**src/rtl/wb_ram_pkg.sv**
```systemverilog
// wb_ram_pkg: shared types and constants for the banked Wishbone RAM bridge.
//   wb_ram_state_e : bridge FSM states (IDLE, REQ, WAIT, RESP)
//   MAX_BANKS      : upper bound on NUM_BANKS
//   MAX_RD_LATENCY : upper bound on RD_LATENCY
//   WB_DATA_W      : Wishbone / RAM data width
//   WB_SEL_W       : byte-select width
//   BANK_IDX_W     : width of a bank index (covers MAX_BANKS)
//   CNT_W          : width of the read-latency counter (covers MAX_RD_LATENCY-1)
package wb_ram_pkg;

  localparam int MAX_BANKS      = 8;
  localparam int MAX_RD_LATENCY = 4;
  localparam int WB_DATA_W      = 32;
  localparam int WB_SEL_W       = 4;
  localparam int BANK_IDX_W     = 3;
  localparam int CNT_W          = 2;

  typedef enum logic [1:0] {
    IDLE = 2'd0,
    REQ  = 2'd1,
    WAIT = 2'd2,
    RESP = 2'd3
  } wb_ram_state_e;

endpackage

```
**src/rtl/wb_ram_banked_if_bank_decode.sv**
```systemverilog
// wb_ram_bank_decode: combinational bank decoder.
// Compares the bank-select field addr[BANK_SEL_LSB +: BANK_SEL_W] against each
// bank's match value in BANK_BASE. The lowest-numbered matching bank wins.
// Ports:
//   addr     in  32          byte address
//   bank_idx out BANK_IDX_W  index of the selected bank (0 when no match)
//   hit      out 1           at least one bank matched
module wb_ram_bank_decode
  import wb_ram_pkg::*;
#(
  parameter int                            NUM_BANKS    = 2,
  parameter int                            BANK_SEL_LSB = 13,
  parameter int                            BANK_SEL_W   = 7,
  parameter logic [NUM_BANKS*BANK_SEL_W-1:0] BANK_BASE  = {7'h19, 7'h18}
) (
  input  logic [31:0]           addr,
  output logic [BANK_IDX_W-1:0] bank_idx,
  output logic                  hit
);

  logic [BANK_SEL_W-1:0] field;
  assign field = addr[BANK_SEL_LSB +: BANK_SEL_W];

  // Only the bank-select field is meaningful here.
  logic unused_addr;
  assign unused_addr = ^addr;

  // Scan from the top down so the lowest matching index is the last write.
  always_comb begin
    bank_idx = '0;
    hit      = 1'b0;
    for (int i = NUM_BANKS - 1; i >= 0; i--) begin
      if (field == BANK_BASE[i*BANK_SEL_W +: BANK_SEL_W]) begin
        bank_idx = BANK_IDX_W'(i);
        hit      = 1'b1;
      end
    end
  end

endmodule

```
**src/rtl/wb_ram_banked_if.sv**
```systemverilog
// wb_ram_banked_if: Wishbone classic slave bridging to NUM_BANKS single-port RAMs.
// A request is latched in IDLE, the RAM is strobed for one cycle in REQ, read
// data is awaited for RD_LATENCY cycles in WAIT, and RESP carries a one-cycle
// ack (or err). All outputs are registered.
//
// Handshake: a request is taken when wb_cyc_i & wb_stb_i are high in IDLE;
// wb_stb_i is ignored in every other state. wb_ack_o / wb_err_o pulse for
// exactly one cycle. If wb_cyc_i is low at the edge that would raise the
// response, the transaction is dropped silently (issued writes stay written).
//
// Optional feature macro WB_RAM_ERR_EN: unmapped accesses answer with wb_err_o;
// without it they answer with wb_ack_o and zero read data, and wb_err_o is 0.
//
// Ports:
//   wb_clk_i, rst_ni (sync, active-low)
//   wb_addr_i, wb_wdata_i, wb_sel_i, wb_we_i, wb_stb_i, wb_cyc_i : Wishbone request
//   wb_rdata_o, wb_ack_o, wb_err_o                              : Wishbone response
//   ram_addr_o, ram_wdata_o, ram_be_o, ram_en_o, ram_we_o       : RAM strobe (shared addr/data, one-hot en/we)
//   ram_rdata_i                                                 : bank i read data at [i*32 +: 32]
module wb_ram_banked_if
  import wb_ram_pkg::*;
#(
  parameter int                              NUM_BANKS      = 2,
  parameter int                              RAM_ADDR_WIDTH = 11,
  parameter int                              BANK_SEL_LSB   = 13,
  parameter int                              BANK_SEL_W     = 7,
  parameter logic [NUM_BANKS*BANK_SEL_W-1:0] BANK_BASE      = {7'h19, 7'h18},
  parameter int                              RD_LATENCY     = 1
) (
  input  logic                          wb_clk_i,
  input  logic                          rst_ni,
  input  logic [31:0]                   wb_addr_i,
  input  logic [WB_DATA_W-1:0]          wb_wdata_i,
  input  logic [WB_SEL_W-1:0]           wb_sel_i,
  input  logic                          wb_we_i,
  input  logic                          wb_stb_i,
  input  logic                          wb_cyc_i,
  output logic [WB_DATA_W-1:0]          wb_rdata_o,
  output logic                          wb_ack_o,
  output logic                          wb_err_o,
  output logic [RAM_ADDR_WIDTH-1:0]     ram_addr_o,
  output logic [WB_DATA_W-1:0]          ram_wdata_o,
  output logic [WB_SEL_W-1:0]           ram_be_o,
  output logic [NUM_BANKS-1:0]          ram_en_o,
  output logic [NUM_BANKS-1:0]          ram_we_o,
  input  logic [NUM_BANKS*WB_DATA_W-1:0] ram_rdata_i
);

  if (NUM_BANKS < 1 || NUM_BANKS > MAX_BANKS) begin : g_bad_num_banks
    $error("wb_ram_banked_if: NUM_BANKS out of range");
  end
  if (RD_LATENCY < 1 || RD_LATENCY > MAX_RD_LATENCY) begin : g_bad_rd_latency
    $error("wb_ram_banked_if: RD_LATENCY out of range");
  end

  wb_ram_state_e         state_q;
  logic [CNT_W-1:0]      cnt_q;
  logic [BANK_IDX_W-1:0] bank_q;
  logic                  hit_q;
  logic                  we_q;

  logic [BANK_IDX_W-1:0] dec_bank;
  logic                  dec_hit;
  logic [NUM_BANKS-1:0]  dec_onehot;
  logic [WB_DATA_W-1:0]  rd_sel;

  wb_ram_bank_decode #(
    .NUM_BANKS   (NUM_BANKS),
    .BANK_SEL_LSB(BANK_SEL_LSB),
    .BANK_SEL_W  (BANK_SEL_W),
    .BANK_BASE   (BANK_BASE)
  ) u_decode (
    .addr    (wb_addr_i),
    .bank_idx(dec_bank),
    .hit     (dec_hit)
  );

  // One-hot strobe for the decoded bank; all zero on a miss.
  always_comb begin
    dec_onehot = '0;
    for (int i = 0; i < NUM_BANKS; i++) begin
      dec_onehot[i] = dec_hit && (dec_bank == BANK_IDX_W'(i));
    end
  end

  // Read-data mux for the bank latched with the request.
  always_comb begin
    rd_sel = '0;
    for (int i = 0; i < NUM_BANKS; i++) begin
      if (bank_q == BANK_IDX_W'(i)) rd_sel = ram_rdata_i[i*WB_DATA_W +: WB_DATA_W];
    end
  end

`ifndef WB_RAM_ERR_EN
  assign wb_err_o = 1'b0;
`endif

  always_ff @(posedge wb_clk_i) begin
    if (!rst_ni) begin
      state_q     <= IDLE;
      cnt_q       <= '0;
      bank_q      <= '0;
      hit_q       <= 1'b0;
      we_q        <= 1'b0;
      wb_rdata_o  <= '0;
      wb_ack_o    <= 1'b0;
`ifdef WB_RAM_ERR_EN
      wb_err_o    <= 1'b0;
`endif
      ram_addr_o  <= '0;
      ram_wdata_o <= '0;
      ram_be_o    <= '0;
      ram_en_o    <= '0;
      ram_we_o    <= '0;
    end else begin
      // Strobes and responses are single-cycle pulses by default.
      ram_en_o <= '0;
      ram_we_o <= '0;
      wb_ack_o <= 1'b0;
`ifdef WB_RAM_ERR_EN
      wb_err_o <= 1'b0;
`endif
      case (state_q)
        IDLE: begin
          if (wb_cyc_i && wb_stb_i) begin
            ram_addr_o  <= wb_addr_i[RAM_ADDR_WIDTH+1:2];
            ram_wdata_o <= wb_wdata_i;
            ram_be_o    <= wb_sel_i;
            ram_en_o    <= dec_onehot;
            // A write with no byte selected still strobes the bank but writes nothing.
            ram_we_o    <= (wb_we_i && (wb_sel_i != '0)) ? dec_onehot : '0;
            bank_q      <= dec_bank;
            hit_q       <= dec_hit;
            we_q        <= wb_we_i;
            state_q     <= REQ;
          end
        end
        REQ: begin
          if (!wb_cyc_i) begin
            state_q <= IDLE;
          end else if (!hit_q) begin
            wb_rdata_o <= '0;
`ifdef WB_RAM_ERR_EN
            wb_err_o   <= 1'b1;
`else
            wb_ack_o   <= 1'b1;
`endif
            state_q    <= RESP;
          end else if (we_q) begin
            wb_ack_o <= 1'b1;
            state_q  <= RESP;
          end else begin
            cnt_q   <= CNT_W'(RD_LATENCY - 1);
            state_q <= WAIT;
          end
        end
        WAIT: begin
          if (!wb_cyc_i) begin
            cnt_q   <= '0;
            state_q <= IDLE;
          end else if (cnt_q == '0) begin
            wb_rdata_o <= rd_sel;
            wb_ack_o   <= 1'b1;
            state_q    <= RESP;
          end else begin
            cnt_q <= cnt_q - 1'b1;
          end
        end
        RESP: begin
          state_q <= IDLE;
        end
        default: begin
          state_q <= IDLE;
        end
      endcase
    end
  end

endmodule
```
**config.mk**
```make
export PLATFORM = sky130hd
export DESIGN_NAME = wb_ram_banked_if
export DESIGN_NICKNAME = d
export VERILOG_FILES = /design/src/rtl/wb_ram_pkg.sv /design/src/rtl/wb_ram_banked_if_bank_decode.sv /design/src/rtl/wb_ram_banked_if.sv
export SDC_FILE = /design/constraint.sdc
export NUM_CORES = 1
export LEC_CHECK = 0
export ABC_AREA = 1
export CAP_MARGIN = 20
export CORE_UTILIZATION = 25
export DETAILED_ROUTE_END_ITERATION = 7
export GPL_TIMING_DRIVEN = 0
export PLACE_DENSITY_LB_ADDON = 0.25
export SLEW_MARGIN = 20
export SYNTH_ARGS = -nofsm -noshare
export SYNTH_HDL_FRONTEND = slang
export SYNTH_SLANG_ARGS = --single-unit
```
**constraint.sdc**
```tcl
create_clock -name wb_clk_i -period 2.05 [get_ports wb_clk_i]
set_input_delay 0.41 -clock wb_clk_i [delete_from_list [all_inputs] [get_ports wb_clk_i]]
set_output_delay 0.41 -clock wb_clk_i [all_outputs]
set_load 0.02 [all_outputs]
```
==> impl_metrics.tcl, run 1 <==
set metrics [dict create \
    grt_util_met3_pct 6.396 \
    clk_path_buf_depth 2 \
    internal_power_mw 4.334 \
    holdCritStartpoint "ram_be_o[0]$_SDFFE_PN0P_" \
    diodes 0 \
    dieArea_sq_mm 0.01686 \
    num_io_pins 222 \
    r2r_end "ram_wdata_o[0]$_SDFFE_PN0P_" \
    cp-start-kind "flip-flop" \
    seq_area_sq_mm 0.001822 \
    seq_area_frac_synth_pct 44.59 \
    status "complete, no violations" \
    grt_pass1_wl_um 20850 \
    use_met1_pct 18.33 \
    grt-busiest-layer "met2" \
    critPathTopFamily "buffers and inverters" \
    fin_nets 977 \
    path_max_fanout 2 \
    path_cells "clkdlybuf4s50_1" \
    synth_edf_count 0 \
    coreArea_sq_mm 0.01594 \
    multi_input_area_sq_mm 0.001867 \
    grt_overflow_total 0 \
    drive_gt1_share_pct 4.654 \
    clock_latency_ns 0.35 \
    cts.clk_slew.worst_paths_ns 0.07 \
    max_stage_delay_ns 0.65 \
    drcViolationCount 0 \
    dr.pass1.iters 4 \
    synth_area_leaders "dfxtp_1 45%, nand2_1 16%, nor2_1 13%, nand3_1 6.4%, inv_1 4.8%" \
    min_to "ram_be_o[0]$_SDFFE_PN0P_" \
    wl_per_cell_um 12.36 \
    grt_setup_unrepaired "false" \
    synth.net_count 760 \
    tns_ns 0 \
    first_iter_violations 196 \
    maxSlewViolCount 0 \
    fp-row-count 46 \
    ys.flop_type "dfxtp_1" \
    postPlaceCellArea_sq_mm 0.006417 \
    grt_start_max_net_pins 16 \
    yosysWarnings 0 \
    peakVddDrop_v 0.0003995 \
    relSlewSlack_pct 65.28 \
    fin_area_sq_mm 0.006706 \
    grt_pass1_vias 4190 \
    port_buffers 206 \
    clock-sinks 91 \
    clock_power_share_pct 23.3 \
    synth_top_cell_area_share_pct 44.59 \
    worstMarginPinSlew_ns 0.5208 \
    start_util_pct 25.62 \
    cts_root_buf "clkbuf_16" \
    rrSetupSlack_ns 0.40 \
    dieWidth_um 129.8 \
    cp_slowest_cell "clkdlybuf4s50_1" \
    grt_use_total_pct 15.89 \
    final_cells 1054 \
    cts-buffers-inserted 9 \
    cts_tree "built" \
    maxCapViolCount 0 \
    postCtsSetupBuffers 0 \
    hold_viol 0 \
    yosys.area.top_type "dfxtp_1" \
    hold_buffers 0 \
    setup_violations 0 \
    final_util_pct 42.07 \
    p_per_area_mw_per_mm2 1042 \
    power.leakage_nw 3.047 \
    avgSynthCellArea_sq_um 6.632 \
    p_sw_mw 2.655 \
    critPathCaptureType "output pin" \
    fmax_ghz 0.5755 \
    htreeDepth 3 \
    power_frac_seq_pct 32.0 \
    gp_routability_congestion 0.7328 \
    grtUsageMet2_pct 26.52 \
    post-route-period-util_pct 84.76 \
    dpl.hpwl_um 9766 \
    synthCells 616 \
    worstRegToRegCells 7 \
    dpl.cell_count 1038 \
    whs_ns 0.4659 \
    via_per_inst 4.119 \
    combPwrFrac_pct 44.7 \
    syn2layout_area_growth_pct 64.17 \
    rr_startpoint "state_q[0]$_SDFFE_PN0P_" \
    hold_class "flip-flop to flip-flop" \
    crit_type "flip-flop to output pin" \
    nFillCells 1676 \
    antenna_found_initial 0 \
    cp.required_ns 1.64 \
    p_sw_share_pct 37.99 \
    synthArstFlopShare_pct 0 \
    synthDistinctLibCells 24 \
    synth.cell_area_sq_mm 0.004085 \
    via_count 4341 \
    die_y_um 129.8 \
    path_buf_inv 1 \
    cts_resized 0 \
    detail-route-antenna-nets 0 \
    arrival_ns 1.33 \
    whs_path_depth 2 \
    wl_um 13030 \
    ys_seq_elements 91 \
    skew_ns 0.008641 \
    fin_crit_ns 1.738 \
]
## area by class of cell
type | count | share of cell area [%]
repair buffers | 206 | 30.75
multi-input cells | 436 | 27.84
flip-flops and latches | 91 | 27.16
well taps | 216 | 4.030
clock buffers | 11 | 3.769
plain buffers | 37 | 3.004
inverters | 52 | 2.910
clock inverters | 5 | 0.5410
## power groups by stage
| stage | logic (mW) | registers [mW] | clock network, mW |
|---|---|---|---|
| after floorplan | 1.62 | 2.60 | 0 |
| after global placement | 3.16 | 2.27 | 0 |
| after detailed placement | 3.17 | 2.28 | 0 |
| after CTS | 3.19 | 2.24 | 1.69 |
| after global routing | 3.55 | 2.27 | 1.76 |
| final | 3.12 | 2.24 | 1.63 |
## cell usage in the layout, fill, tap and decap left out, types with 2 or more instances in the layout
cell and instances:
clkdlybuf4s50_1 206, nand2_1 178, nor2_1 142, dfxtp_1 91
inv_1 52, nand3_1 52, o21ai_0 34, clkbuf_1 17
clkbuf_16 9, buf_2 8, ha_1 7, a21oi_1 6
buf_4 6, nand4_1 4, buf_6 4, nor3_1 3
clkinvlp_4 3, nand2_2 2, buf_1 2, clkbuf_8 2
## worst max-delay path by stage
stage,startpoint,depth (start not counted),to
final,ram_be_o[2]$_SDFFE_PN0P_,1,ram_be_o[2]
after global routing,state_q[1]$_SDFFE_PN0P_,8,ram_addr_o[2]$_SDFFE_PN0P_
after CTS,ram_wdata_o[0]$_SDFFE_PN0P_,1,ram_wdata_o[0]
after detailed placement,wb_cyc_i,7,ram_addr_o[8]$_SDFFE_PN0P_
after global placement,rst_ni,5,wb_ack_o$_SDFF_PN0_
after floorplan,state_q[0]$_SDFFE_PN0P_,7,wb_rdata_o[10]$_SDFFE_PN0P_
## registers in the layout (all words and copies together), names as in the netlist
name / count
ram_addr_o: 11
bank_q: 1
cnt_q: 2
ram_we_o: 2
ram_en_o: 2
state_q: 2
wb_ack_o: 1
ram_be_o: 4
ram_wdata_o: 32
we_q: 1
wb_rdata_o: 32
hit_q: 1
## through the flow
| stage | total power [mW] | worst slack, ns |
|---|---|---|
| 3_5_place_dp | 5.450 | 0.1097 |
| 5_1_grt | 7.588 | 0.1920 |
| 2_1_floorplan | 4.225 | 0.6238 |
| 3_3_place_gp | 5.426 | 0.1010 |
| 4_1_cts | 7.121 | 0.2757 |
| 6_report | 6.990 | 0.3125 |
## cell families (layout without fill, tap and decap cells)
family                   count (synthesis)  after routing  synth area share (%)
AND/OR/NAND/NOR                        386            386                 38.22
flip-flops                              91             91                 44.59
other                                    1              1               0.09180
buffers and inverters                   89            311                 9.709
adder cells (fa/ha/maj)                  7              7                 2.144
AO/OA/AOI/OAI                           42             42                 5.237
## synth_stat cells, types with 2 or more instances
library cell,n
nand2_1,178
nor2_1,142
dfxtp_1,91
inv_1,52
nand3_1,52
o21ai_0,34
clkbuf_1,17
buf_2,8
ha_1,7
a21oi_1,6
buf_4,6
buf_6,4
nand4_1,4
nor3_1,3
buf_1,2
nand2_2,2
## layer usage
metal,vias up,share of wire [%]
met4,0,1.0
met3,9,11
met5,-,0
li1,2311,-
met2,154,45
met1,1867,43
Note: power is estimated with default switching activity, not from simulation.
==> inputs of run 2 (changes only) <==
clock period = 1.62 ns   (was 2.05 ns; I/O delays follow)
==> run 2 against run 1 <==
- final cell count about the same
- worst setup slack got worse by 0.28 ns
- power increased by 25%
- via count increased by 0.81%
- critical path type unchanged
==> impl_metrics.tcl, run 2 (synthesis gave the netlist of run 1 again) <==
set metrics [dict create \
    first_iter_violations 178 \
    critPathTopFamily "buffers and inverters" \
    wl_um 13160 \
    whs_path_depth 2 \
    pre_cts_ws_ns -0.2343 \
    clock-sinks 91 \
    total_power_mw 8.749 \
    arrival_ns 1.26 \
    grt-busiest-layer "met2" \
    fp-row-count 46 \
    worstMarginPinSlew_ns 0.5186 \
    drcViolationCount 0 \
    grt_overflow_total 0 \
    combPwrFrac_pct 44.2 \
    dpl.hpwl_um 9766 \
    grt_util_met3_pct 6.396 \
    detail-route-antenna-nets 0 \
    cts-buffers-inserted 9 \
    cp.required_ns 1.30 \
    coreArea_sq_mm 0.01594 \
    hold_class "flip-flop to flip-flop" \
    grt_use_total_pct 15.91 \
    via_count 4376 \
    wl_per_cell_um 12.48 \
    via_per_inst 4.148 \
    dr.pass1.iters 6 \
    p_sw_share_pct 38.59 \
    maxCapViolCount 0 \
    fin_area_sq_mm 0.006713 \
    rr_startpoint "state_q[1]$_SDFFE_PN0P_" \
    final_util_pct 42.10 \
    postPlaceCellArea_sq_mm 0.006417 \
    cp_slowest_cell "clkdlybuf4s50_1" \
    holdCritStartpoint "ram_be_o[0]$_SDFFE_PN0P_" \
    internal_power_mw 5.372 \
    grt_start_max_net_pins 16 \
    top_regs "ram_wdata_o x32, wb_rdata_o x32, ram_addr_o x11" \
    path_cells "clkdlybuf4s50_1" \
    layout_common_cells "178 x nand2_1, 141 x nor2_1, 125 x clkdlybuf4s50_1" \
    port_buffers 206 \
    hold_viol 0 \
    cp-start-kind "flip-flop" \
    dieWidth_um 129.8 \
    layout_setup_ws_ns 0.03416 \
    cts_root_buf "clkbuf_16" \
    clock_power_share_pct 23.5 \
    maxSlewViolCount 0 \
    diodes 0 \
    skew_ns 0.008558 \
    peakVddDrop_v 0.0005031 \
    path_buf_inv 1 \
    cts_tree "built" \
    path_max_fanout 2 \
    dieArea_sq_mm 0.01686 \
    cts.clk_slew.worst_paths_ns 0.06 \
    drive_gt1_share_pct 5.959 \
    num_io_pins 222 \
    power_frac_seq_pct 32.3 \
    post-route-period-util_pct 97.89 \
    dpl.cell_count 1038 \
    use_met1_pct 18.28 \
    setup_violations 0 \
    tns_ns 0 \
    antenna_found_initial 0 \
    min_to "ram_be_o[0]$_SDFFE_PN0P_" \
    crit_type "flip-flop to output pin" \
    critPathCaptureType "output pin" \
    fmax_ghz 0.6306 \
    grtUsageMet2_pct 26.64 \
    htreeDepth 3 \
    fin_crit_ns 1.586 \
    p_sw_mw 3.377 \
    relSlewSlack_pct 65.43 \
    r2r_end "wb_rdata_o[17]$_SDFFE_PN0P_" \
    syn2layout_area_growth_pct 64.32 \
    max_stage_delay_ns 0.60 \
    worstRegToRegCells 8 \
    p_per_area_mw_per_mm2 1303 \
    rrSetupSlack_ns 0.14 \
    clock_latency_ns 0.34 \
    gp_routability_congestion 0.7328 \
    mostFrequentLayoutCell "nand2_1" \
    grt_pass1_wl_um 20880 \
    grt_setup_unrepaired "false" \
    clk_path_buf_depth 2 \
    hold_buffers 0 \
    die_y_um 129.8 \
    whs_ns 0.4631 \
    fin_nets 978 \
    status "complete, no violations" \
    start_util_pct 25.62 \
    grt_pass1_vias 4204 \
    power.leakage_nw 3.625 \
    final_cells 1055 \
]
==> run 2: changes by cell type in the layout (fill, tap and decap cells not counted), sizes merged <==
cell / previous run / this run
buf: 20 / 21
clkdlybuf4s50: 206 / 125
dlygate4sd2: 0 / 64
dlymetal6s2s: 0 / 17
==> run 2: power groups by stage <==
| stage | Sequential, mW | Clock, mW | Combinational (mW) |
|---|---|---|---|
| 2_1_floorplan | 3.29 | 0 | 2.06 |
| 3_3_place_gp | 2.87 | 0 | 4.00 |
| 3_5_place_dp | 2.88 | 0 | 4.02 |
| 4_1_cts | 2.83 | 2.14 | 3.90 |
| 5_1_grt | 2.87 | 2.23 | 4.40 |
| 6_report | 2.83 | 2.06 | 3.86 |
==> run 2: metal layers <==
layer | wire (um) | part of all wire, %
met1 | 5602 | 43
met4 | 130 | 0.99
met3 | 1443 | 11
met5 | 0 | 0
met2 | 5987 | 45
==> run 2: worst max path at each step <==
stage	from	end	slack, ns	cells after the start
finish	wb_rdata_o[2]$_SDFFE_PN0P_	wb_rdata_o[2]	0.03	1
global route	state_q[0]$_SDFFE_PN0P_	cnt_q[1]$_SDFFE_PN0P_	0.0002	9
CTS	state_q[0]$_SDFFE_PN0P_	wb_rdata_o[17]$_SDFFE_PN0P_	-0.001	7
detailed placement	wb_cyc_i	ram_addr_o[8]$_SDFFE_PN0P_	-0.23	7
global placement	rst_ni	wb_ack_o$_SDFF_PN0_	-0.24	5
floorplan	state_q[0]$_SDFFE_PN0P_	wb_rdata_o[10]$_SDFFE_PN0P_	0.19	7
==> run 2: repair_timing <==
item | CTS | global route
endpoints found under the setup margin | 107 | 101
gates resized for setup | 72 | 26
buffers inserted | 0 | 1
pin swaps | 0 | 1
==> run 2: area by class of cell <==
type	instances	area, sq um
Inverter	52	195.2
Tap cell	216	270.3
Buffer	37	221.5
Fill cell	1715	9230
Multi-Input combinational cell	436	1882
Clock buffer	11	252.7
Sequential cell	91	1823
Timing Repair Buffer	207	2032
Clock inverter	5	36.28
==> inputs of run 3 (changes only) <==
CORE_UTILIZATION = 33   (was 25)
clock period = 1.89 ns   (was 1.62 ns; I/O delays follow)
==> run 3 against run 2 <==
- power is 10% lower
- critical path depth unchanged
- cell area is 0.35% lower
- combinational power down 12%
- non-clock buffer count shrank 1
- clock power decreased by 2%
- worst setup slack improved by 0.13 ns
- routed wire length fell by 6.4%
- critical path type unchanged
- largest cell class unchanged
- highest routed layer unchanged
==> impl_metrics.tcl, run 3 (synthesis gave the netlist of run 1 again) <==
set metrics [dict create \
    status "complete, no violations" \
    wl_per_cell_um 12.26 \
    syn2layout_area_growth_pct 63.74 \
    grt_start_max_net_pins 15 \
    worstMarginPinSlew_ns 0.5417 \
    clk_path_buf_depth 2 \
    fmax_ghz 0.5807 \
    postCtsSetupBuffers 0 \
    mostFrequentLayoutCell "clkdlybuf4s50_1" \
    rrSetupSlack_ns 0.25 \
    dpl.hpwl_um 9446 \
    via_count 4453 \
    grt_overflow_total 0 \
    fin_nets 977 \
    grtUsageMet2_pct 35.13 \
    dieWidth_um 113.3 \
    cts_tree "built" \
    grt_pass1_wl_um 20210 \
    cts-buffers-inserted 9 \
    num_io_pins 222 \
    drive_gt1_share_pct 4.421 \
    grt_setup_unrepaired "false" \
    dr.pass1.iters 4 \
    clock_latency_ns 0.35 \
    use_met1_pct 21.17 \
    gp_routability_congestion 0.7860 \
    critPathTopFamily "buffers and inverters" \
    hold_buffers 0 \
    cp-start-kind "flip-flop" \
    combPwrFrac_pct 43.2 \
    final_util_pct 55.46 \
    holdCritStartpoint "ram_be_o[2]$_SDFFE_PN0P_" \
    start_util_pct 33.87 \
    coreArea_sq_mm 0.01206 \
    min_to "ram_be_o[2]$_SDFFE_PN0P_" \
    power.leakage_nw 3.072 \
    worstRegToRegCells 7 \
    grt_use_total_pct 19.87 \
    critPathCaptureType "output pin" \
    path_buf_inv 1 \
    skew_ns 0.005762 \
    grt-busiest-layer "met2" \
    port_buffers 206 \
    peakVddDrop_v 0.0007547 \
    layout_common_cells "206 x clkdlybuf4s50_1, 178 x nand2_1, 142 x nor2_1" \
    crit_type "flip-flop to output pin" \
    fp-row-count 40 \
    via_per_inst 4.431 \
    dieArea_sq_mm 0.01283 \
    wl_um 12320 \
    max_stage_delay_ns 0.64 \
    relSlewSlack_pct 63.89 \
    internal_power_mw 5.019 \
    cts_resized 0 \
    arrival_ns 1.34 \
    p_sw_mw 2.818 \
    cts_root_buf "clkbuf_16" \
    die_y_um 113.3 \
    first_iter_violations 144 \
    whs_ns 0.4656 \
    power_frac_seq_pct 31.1 \
    setup_violations 0 \
    r2r_end "wb_rdata_o[11]$_SDFFE_PN0P_" \
    hold_viol 0 \
    fin_crit_ns 1.722 \
    whs_path_depth 2 \
    clock_power_share_pct 25.7 \
    htreeDepth 3 \
    maxSlewViolCount 0 \
    drcViolationCount 0 \
    post-route-period-util_pct 91.11 \
    rr_startpoint "state_q[0]$_SDFFE_PN0P_" \
    cp.required_ns 1.51 \
    path_max_fanout 2 \
    p_per_area_mw_per_mm2 1172 \
    p_sw_share_pct 35.96 \
    grt_pass1_vias 4482 \
    grt_util_met3_pct 7.392 \
    path_cells "clkdlybuf4s50_1" \
    clock-sinks 91 \
    final_cells 1005 \
    diodes 0 \
    maxCapViolCount 0 \
    cts.clk_slew.worst_paths_ns 0.06 \
    dpl.cell_count 990 \
    antenna_found_initial 0 \
    fin_area_sq_mm 0.006689 \
    cp_slowest_cell "clkdlybuf4s50_1" \
    detail-route-antenna-nets 0 \
    top_regs "ram_wdata_o x32, wb_rdata_o x32, ram_addr_o x11" \
    postPlaceCellArea_sq_mm 0.006357 \
    hold_class "flip-flop to flip-flop" \
]
==> run 3: changes by cell type in the layout (fill, tap and decap cells not counted), moves of 3 or more <==
cell and change:
clkbuf_2 -4, clkbuf_1 +5, clkdlybuf4s50_1 +81, buf_2 +3, bufinv_16 +3, dlygate4sd2_1 -64, dlymetal6s2s_1 -17
==> run 3: final cells by class <==
class	count	area, sq um
tap	168	210.2
clock buffer	10	229.0
sequential	91	1822
timing repair buffer	206	2062
fill	1169	5373
buffer	37	201.4
inverter	52	195.2
multi-input combinational	436	1867
clock inverter	5	102.6
==> run 3: stage by stage <==
step | worst slack (ns) | power (mW) | TNS (ns)
after global placement | 0.01435 | 5.781 | 0
after detailed placement | -0.02205 | 5.873 | -0.1058
after global routing | 0.07175 | 8.424 | 0
after CTS | 0.1338 | 7.920 | 0
after floorplan | 0.4638 | 4.582 | 0
final | 0.1680 | 7.836 | 0
==> run 3: metal layers <==
metal  vias up  share of wire [%]
met5         -                  0
met4         0                2.0
met3        18                 10
met2       178                 47
met1      1946                 41
li1       2311                  -
==> run 3: how the worst max path moves through the flow <==
stage,from,to,slack (ns),cells past startpoint
floorplan,state_q[0]$_SDFFE_PN0P_,wb_rdata_o[10]$_SDFFE_PN0P_,0.46,7
global placement,rst_ni,hit_q$_SDFFE_PN0P_,0.01,5
detailed placement,rst_ni,ram_addr_o[7]$_SDFFE_PN0P_,-0.02,5
CTS,ram_be_o[0]$_SDFFE_PN0P_,ram_be_o[0],0.13,1
global route,state_q[0]$_SDFFE_PN0P_,wb_rdata_o[24]$_SDFFE_PN0P_,0.07,7
finish,ram_be_o[0]$_SDFFE_PN0P_,ram_be_o[0],0.17,1
==> run 3: power by group through the flow <==
| stage | registers [mW] | clock network, mW | logic, mW |
|---|---|---|---|
| global placement | 2.46 | 0 | 3.32 |
| finish | 2.44 | 2.01 | 3.39 |
| CTS | 2.44 | 2.06 | 3.42 |
| detailed placement | 2.48 | 0 | 3.39 |
| global route | 2.48 | 2.14 | 3.80 |
| floorplan | 2.82 | 0 | 1.76 |
